File: src/rtl/stream_demux.sv
`default_nettype none
// ============================================================================
//  Module      : stream_demux (with local FIFO sub-module stream_demux_fifo)
//  Description : Packet-aware 1-to-2 stream demultiplexer. The destination of
//                each packet is taken from in_sel on its first beat and held
//                until the beat carrying in_last has been accepted. Each
//                output is buffered by a first-word-fall-through FIFO, so a
//                stall on one output never prevents the other from draining.
//  Ports       : clk, rst            - rising-edge clock, sync active-high reset
//                in_valid/in_ready   - upstream handshake
//                in_data/in_last     - upstream payload and end-of-packet flag
//                in_sel              - destination, sampled on first beat only
//                outX_valid/ready    - downstream handshake, X in {0,1}
//                outX_data/last      - downstream payload and end-of-packet
//                pkt_cnt0/pkt_cnt1   - wrapping count of packets completed
//  Revision    : 1.0 - initial release
// ============================================================================

// ----------------------------------------------------------------------------
//  stream_demux_fifo
//  First-word-fall-through FIFO. The head entry is presented combinationally
//  whenever the FIFO is non-empty; pop_data is forced to zero when empty.
//  Pointers carry one extra wrap bit so full and empty are distinguishable
//  without a separate occupancy counter.
// ----------------------------------------------------------------------------
module stream_demux_fifo #(
    parameter int WIDTH = 9,
    parameter int DEPTH = 4
) (
    input  logic             clk,
    input  logic             rst,
    input  logic             push,
    input  logic [WIDTH-1:0] push_data,
    input  logic             pop,
    output logic [WIDTH-1:0] pop_data,
    output logic             full,
    output logic             empty
);

    localparam int c_ADDR_W = $clog2(DEPTH);

    logic [WIDTH-1:0]  r_mem [DEPTH];
    logic [c_ADDR_W:0] r_wr_ptr;
    logic [c_ADDR_W:0] r_rd_ptr;

    logic              w_full;
    logic              w_empty;
    logic              w_do_push;
    logic              w_do_pop;

    // Equal pointers: empty. Same index but opposite wrap bit: full.
    assign w_empty = (r_wr_ptr == r_rd_ptr);
    assign w_full  = (r_wr_ptr[c_ADDR_W] != r_rd_ptr[c_ADDR_W]) &&
                     (r_wr_ptr[c_ADDR_W-1:0] == r_rd_ptr[c_ADDR_W-1:0]);

    // Guard against writing a full FIFO or reading an empty one even if the
    // caller misbehaves; normal operation never relies on this.
    assign w_do_push = push && !w_full;
    assign w_do_pop  = pop  && !w_empty;

    always_ff @(posedge clk) begin
        if (rst) begin
            r_wr_ptr <= '0;
            r_rd_ptr <= '0;
        end else begin
            if (w_do_push) begin
                r_wr_ptr <= r_wr_ptr + 1'b1;
            end
            if (w_do_pop) begin
                r_rd_ptr <= r_rd_ptr + 1'b1;
            end
        end
    end

    // Storage needs no reset: the pointers alone define what is valid.
    always_ff @(posedge clk) begin
        if (w_do_push) begin
            r_mem[r_wr_ptr[c_ADDR_W-1:0]] <= push_data;
        end
    end

    assign pop_data = w_empty ? '0 : r_mem[r_rd_ptr[c_ADDR_W-1:0]];
    assign full     = w_full;
    assign empty    = w_empty;

endmodule

// ----------------------------------------------------------------------------
//  stream_demux (top)
//  DEPTH must be a power of two and at least 2.
// ----------------------------------------------------------------------------
module stream_demux #(
    parameter int DATA_W = 8,
    parameter int DEPTH  = 4
) (
    input  logic              clk,
    input  logic              rst,

    input  logic              in_valid,
    output logic              in_ready,
    input  logic [DATA_W-1:0] in_data,
    input  logic              in_last,
    input  logic              in_sel,

    output logic              out0_valid,
    input  logic              out0_ready,
    output logic [DATA_W-1:0] out0_data,
    output logic              out0_last,

    output logic              out1_valid,
    input  logic              out1_ready,
    output logic [DATA_W-1:0] out1_data,
    output logic              out1_last,

    output logic [15:0]       pkt_cnt0,
    output logic [15:0]       pkt_cnt1
);

    // Each FIFO entry stores {last, data}.
    localparam int c_ENTRY_W = DATA_W + 1;

    typedef enum logic [1:0] {
        ST_IDLE   = 2'd0,
        ST_ROUTE0 = 2'd1,
        ST_ROUTE1 = 2'd2
    } state_t;

    state_t               r_state;
    state_t               w_state_next;

    logic                 w_target;
    logic                 w_target_full;
    logic                 w_in_ready;
    logic                 w_accept;
    logic                 w_push0;
    logic                 w_push1;
    logic                 w_pop0;
    logic                 w_pop1;

    logic [c_ENTRY_W-1:0] w_entry_in;
    logic [c_ENTRY_W-1:0] w_head0;
    logic [c_ENTRY_W-1:0] w_head1;
    logic                 w_full0;
    logic                 w_full1;
    logic                 w_empty0;
    logic                 w_empty1;

    logic [15:0]          r_pkt_cnt0;
    logic [15:0]          r_pkt_cnt1;

    // ------------------------------------------------------------------
    // Routing: in_sel only matters between packets. Once a multi-beat
    // packet has started, the route is locked by the FSM state.
    // ------------------------------------------------------------------
    always_comb begin
        w_target = in_sel;
        case (r_state)
            ST_ROUTE0: w_target = 1'b0;
            ST_ROUTE1: w_target = 1'b1;
            default:   w_target = in_sel;
        endcase
    end

    // Backpressure depends only on the FIFO currently targeted, so a stalled
    // output blocks the input only while it is the destination.
    assign w_target_full = w_target ? w_full1 : w_full0;
    assign w_in_ready    = !rst && !w_target_full;
    assign w_accept      = in_valid && w_in_ready;

    assign w_push0    = w_accept && !w_target;
    assign w_push1    = w_accept &&  w_target;
    assign w_entry_in = {in_last, in_data};

    assign w_pop0 = !w_empty0 && out0_ready;
    assign w_pop1 = !w_empty1 && out1_ready;

    // ------------------------------------------------------------------
    // Packet FSM
    // ------------------------------------------------------------------
    always_ff @(posedge clk) begin
        if (rst) begin
            r_state <= ST_IDLE;
        end else begin
            r_state <= w_state_next;
        end
    end

    always_comb begin
        w_state_next = r_state;
        case (r_state)
            ST_IDLE: begin
                // A first beat without last opens a packet on its target;
                // a first beat with last is a complete single-beat packet.
                if (w_accept && !in_last) begin
                    w_state_next = in_sel ? ST_ROUTE1 : ST_ROUTE0;
                end
            end
            ST_ROUTE0, ST_ROUTE1: begin
                if (w_accept && in_last) begin
                    w_state_next = ST_IDLE;
                end
            end
            default: begin
                w_state_next = ST_IDLE;
            end
        endcase
    end

    // ------------------------------------------------------------------
    // Completed-packet counters (wrap naturally at 16 bits)
    // ------------------------------------------------------------------
    always_ff @(posedge clk) begin
        if (rst) begin
            r_pkt_cnt0 <= '0;
            r_pkt_cnt1 <= '0;
        end else begin
            if (w_push0 && in_last) begin
                r_pkt_cnt0 <= r_pkt_cnt0 + 16'd1;
            end
            if (w_push1 && in_last) begin
                r_pkt_cnt1 <= r_pkt_cnt1 + 16'd1;
            end
        end
    end

    // ------------------------------------------------------------------
    // Output buffers
    // ------------------------------------------------------------------
    stream_demux_fifo #(
        .WIDTH (c_ENTRY_W),
        .DEPTH (DEPTH)
    ) u_fifo0 (
        .clk       (clk),
        .rst       (rst),
        .push      (w_push0),
        .push_data (w_entry_in),
        .pop       (w_pop0),
        .pop_data  (w_head0),
        .full      (w_full0),
        .empty     (w_empty0)
    );

    stream_demux_fifo #(
        .WIDTH (c_ENTRY_W),
        .DEPTH (DEPTH)
    ) u_fifo1 (
        .clk       (clk),
        .rst       (rst),
        .push      (w_push1),
        .push_data (w_entry_in),
        .pop       (w_pop1),
        .pop_data  (w_head1),
        .full      (w_full1),
        .empty     (w_empty1)
    );

    // ------------------------------------------------------------------
    // Outputs (FIFO heads are already zero when empty)
    // ------------------------------------------------------------------
    assign in_ready   = w_in_ready;

    assign out0_valid = !w_empty0;
    assign out0_data  = w_head0[DATA_W-1:0];
    assign out0_last  = w_head0[DATA_W];

    assign out1_valid = !w_empty1;
    assign out1_data  = w_head1[DATA_W-1:0];
    assign out1_last  = w_head1[DATA_W];

    assign pkt_cnt0   = r_pkt_cnt0;
    assign pkt_cnt1   = r_pkt_cnt1;

endmodule

`default_nettype wire

File: config.mk
export PLATFORM = sky130hd
export DESIGN_NAME = stream_demux
export DESIGN_NICKNAME = d
export VERILOG_FILES = /design/src/rtl/stream_demux.sv
export SDC_FILE = /design/constraint.sdc
export NUM_CORES = 1
export LEC_CHECK = 0
export BUFFER_PORTS_ARGS = -buffer_cell sky130_fd_sc_hd__buf_2
export CORE_AREA = 2 2 112 114
export DETAILED_ROUTE_END_ITERATION = 7
export DIE_AREA = 0 0 114 116
export GPL_TIMING_DRIVEN = 0
export SYNTH_ARGS = -nofsm -noshare
export SYNTH_HDL_FRONTEND = slang
export SYNTH_SLANG_ARGS = --single-unit
File: constraint.sdc
create_clock -name clk -period 2.77 [get_ports clk]
set_input_delay 0.554 -clock clk [delete_from_list [all_inputs] [get_ports clk]]
set_output_delay 0.554 -clock clk [all_outputs]
set_load 0.01 [all_outputs]
==> implementation parameters <==
Parameter                              Value

Status
  Result of the run ... finished, final reports clean

STA
  Final setup viols ... 0
  Fin crit share ... 96.4%
  Actual transition at the worst max-transition pin ... 0.797 ns
  Slew Limit Headroom ... 46.5%
  Achievable frequency ... 374 MHz
  Final TNS setup ... 0 ns
  Minimum hold slack ... 0.431 ns
  Hold violation total from the final report ... 0
  Count of pins over their slew limit ... 0
  Setup slack after layout ... 0.0987 ns
  Final worst path period need ... 2.67 ns
  Worst clock skew ... 0.00634 ns

Power
  Combinational share of power ... 8.2%
  Overall power of the completed layout ... 5.00 mW
  Static Leak ... 2.39 nW
  Power density over the cells ... 758 mW/mm^2
  Switching power share of the total ... 21.5%
  Share of power burned in registers ... 40.1%
  Max IR drop VDD ... 0.361 mV
  Switching power total ... 1.08 mW
  Pint ... 3.92 mW
  Power share of the clock group ... 51.7%

Route
  Number of detailed-routing iterations run before antenna repair ... 4
  Wirelength per Cell ... 17.6 um
  Routed wire length ... 11.5 mm
  Final ANT Viol Nets ... 0
  Vias ... 3,645
  Vias per cell ... 5.59
  Number of DRC violations after detailed-routing iteration 0 ... 171
  Final routed DRC violation total ... 0

Floorplanning
  Die ar. ... 0.0132 mm^2
  Number of I/O pins ... 68
  Number of core rows ... 40
  Height of the die ... 116 um
  Total core area ... 0.0119 mm^2
  Die boundary width ... 114 um
  Starting density of the core ... 44.7%

Synthesis
  Synthesized-area fraction occupied by and/or/nand/nor cells ... 13.7%
  Synthesized Nets ... 435
  FFs w/ async S/R, synth ... 0%
  Syn Std Cell Area ... 0.00532 mm^2
  Synth warn ... 0
  Proportion of synthesized area in mux cells ... 9.43%
  Adder and majority gate portion of the synthesized area ... 3.29%
  Area share of xor/xnor cells in the synthesized design ... 2.96%
  Cell type contributing the most total cell area after synthesis ... sky130_fd_sc_hd__edfxtp_1
  Top_reg_cell synth ... sky130_fd_sc_hd__edfxtp_1
  Most frequent cells after synthesis ... sky130_fd_sc_hd__edfxtp_1 (72), sky130_fd_sc_hd__dfxtp_1 (50), sky130_fd_sc_hd__a21oi_1 (26)
  Synthesized instance count ... 406
  Synth top area share ... 40.6%
  Distinct cells, synth ... 40
  Post-synthesis register bit count ... 122
  Mean post-synth cell area ... 13.1 um^2
  Most frequent cell after synthesis ... sky130_fd_sc_hd__edfxtp_1
  Compound-cell area share of the yosys netlist ... 8.75%
  Part of the Yosys area used for sequential elements ... 59.4%
  Dominant combinational cell family by area after synthesis ... simple AND/OR/NAND/NOR gates
  Number of enable flip-flop cells after synthesis ... 72
  Cell types with the largest area share after synthesis ... sky130_fd_sc_hd__edfxtp_1 (41%), sky130_fd_sc_hd__dfxtp_1 (19%), sky130_fd_sc_hd__mux4_2 (7.6%)

Finish
  Fraction of final layout cells with drive strength greater than 1 ... 26.1%
  Final design area excluding fillers ... 0.00660 mm^2
  Post-synthesis to final-layout area growth ... 24.0%
  Antenna diode count ... 0
  Final net count ... 521

Clocking
  Source-to-sink clock delay at the later pin of the worst-skew pair ... 0.41 ns
  Number of clock sinks ... 122
  Number of buffers inserted for hold repair after clock tree synthesis ... 0
  Number of buffers between clock root and the deepest sink ... 2
  Clock input transition at the sequential cells of the worst setup and hold paths ... 0.06 ns
  Number of buffers created by CTS ... 17
  H-tree depth ... 4
  CTS tree ... done
  Buffer cell driving the clock tree root ... sky130_fd_sc_hd__clkbuf_16

Worst setup path
  Critical path, cell by cell ... inv_1 -> ha_2 -> mux2i_4 -> nand4_1 -> and3_4 -> buf_2
  Endpoint type of the worst setup path ... primary output
  Largest stage delay, worst path ... 0.41 ns
  Largest fanout on the critical path ... 5
  Critical path data required time ... 2.22 ns
  Type of the setup path with the least slack ... reg2out
  Buffers & Inverters on Critical Path ... 2
  Max stage delay cell, worst path ... sky130_fd_sc_hd__ha_2
  Top Family by Delay on Critical Path ... simple AND/OR/NAND/NOR gates
  Arrival time of the worst setup path ... 2.12 ns
  Type of element launching the critical path ... flop

Global route
  Total GRT Usage ... 18.7%
  Largest net degree at the start of global routing ... 17
  Initial antenna violation count ... 0
  Number of global-route vias before repair ... 3,590
  Grt total ovfl ... 0
  Global-route wire length before repair ... 18.6 mm

Worst hold path
  Classification of the worst-slack hold path ... in2reg

Placement
  Setup slack at placement ... 0.0145 ns
  Number of port buffers ... 67
  Placed wire-length estimate ... 7.61 mm
  Last weighted congestion value of the routability-driven placer ... 0.784
  Total placed instance area ... 0.00584 mm^2

Flow run
  Number of max-capacitance violations reported ... 0
## cells in the final DEF (no fill, tap or decap), types with 9 or more instances in the layout
cell type                   count
sky130_fd_sc_hd__inv_1         14
sky130_fd_sc_hd__mux4_2        18
sky130_fd_sc_hd__edfxtp_1      72
sky130_fd_sc_hd__nand4_1       13
sky130_fd_sc_hd__xor2_1        10
sky130_fd_sc_hd__buf_2         67
sky130_fd_sc_hd__clkbuf_1      13
sky130_fd_sc_hd__nor2_1        15
sky130_fd_sc_hd__and2_1         9
sky130_fd_sc_hd__or4_1         18
sky130_fd_sc_hd__nand2_1       14
sky130_fd_sc_hd__nor2b_1       20
sky130_fd_sc_hd__clkbuf_16     17
sky130_fd_sc_hd__a21oi_1       26
sky130_fd_sc_hd__ha_1          13
sky130_fd_sc_hd__nand3_1       10
sky130_fd_sc_hd__o31ai_1       21
sky130_fd_sc_hd__dfxtp_1       49
## layer usage
metal	track usage, %	wire, um	vias to the layer above
met5	0	0	-
met4	7.89	172	0
met3	5.23	520	13
met2	30.7	5630	100
met1	23.3	5180	1773
li1	-	-	1759
## cells by family after synthesis
kind of cell,count (synthesis)
and+or+nand+nor,123
DFF,122
AOI/OAI and AO/OA,70
buffers and inverters,32
muxes,27
xor gates and xnor gates,18
adders and majority gates,14
## layout make-up
cell class / count / area, um^2
Sequential cell: 122 / 3160
Inverter: 14 / 52.6
Clock buffer: 18 / 429
Tap cell: 147 / 184
Clock inverter: 14 / 269
Timing Repair Buffer: 69 / 350
Fill cell: 1009 / 5320
Buffer: 16 / 67.6
Multi-Input combinational cell: 252 / 2080
## power by group through the flow
stage | Sequential (mW) | Combinational, mW | Clock (mW)
detailed placement | 2.02 | 0.426 | 0
finish | 2.01 | 0.408 | 2.59
global route | 2.01 | 0.450 | 2.71
floorplan | 2.01 | 0.276 | 0
global placement | 2.02 | 0.415 | 0
CTS | 2.01 | 0.407 | 2.63
## metrics by stage
step                utilization [%]  instances
finish                         55.4        652
global route                   55.4        652
global placement               49.0        620
CTS                            55.1        651
detailed placement             49.0        620
floorplan                         -        406
## registers in the layout, summed over array words and instances, names as in the netlist, named ones only
| name | flops |
|---|---|
| u_fifo0.r_wr_ptr | 3 |
| r_state | 2 |
| u_fifo1.r_wr_ptr | 3 |
| pkt_cnt1 | 16 |
| u_fifo1.r_mem | 36 |
| u_fifo1.r_rd_ptr | 3 |
| u_fifo0.r_mem | 36 |
| pkt_cnt0 | 16 |
| u_fifo0.r_rd_ptr | 3 |
## worst reg2reg max path, delay by kind of cell (launching register included)
kind | cells | cell delay [ns]
adder cells (fa/ha/maj) | 1 | 0.41
buffers and inverters | 3 | 0.48
flip-flops | 1 | 0.33
AO/OA/AOI/OAI | 3 | 0.83
multiplexers | 1 | 0.37
## final timing paths
kind / from / to / slack [ns] / cells past startpoint
max: r_state[1] / in_ready / 0.1 / 6
min: in_data[5] / u_fifo0.r_mem[2][5] / 0.43 / 1
max reg2reg: r_state[1] / pkt_cnt0[7] / 0.21 / 8
min reg2reg: pkt_cnt1[10] / pkt_cnt1[10] / 0.49 / 2
## timing repair
action | 4_1_cts | 5_1_grt
cloned | 0 | 0
gates resized for setup | 5 | 5
buffers inserted | 1 | 1
setup endpoints to repair | 21 | 41
(Power assumes the default switching activity.)
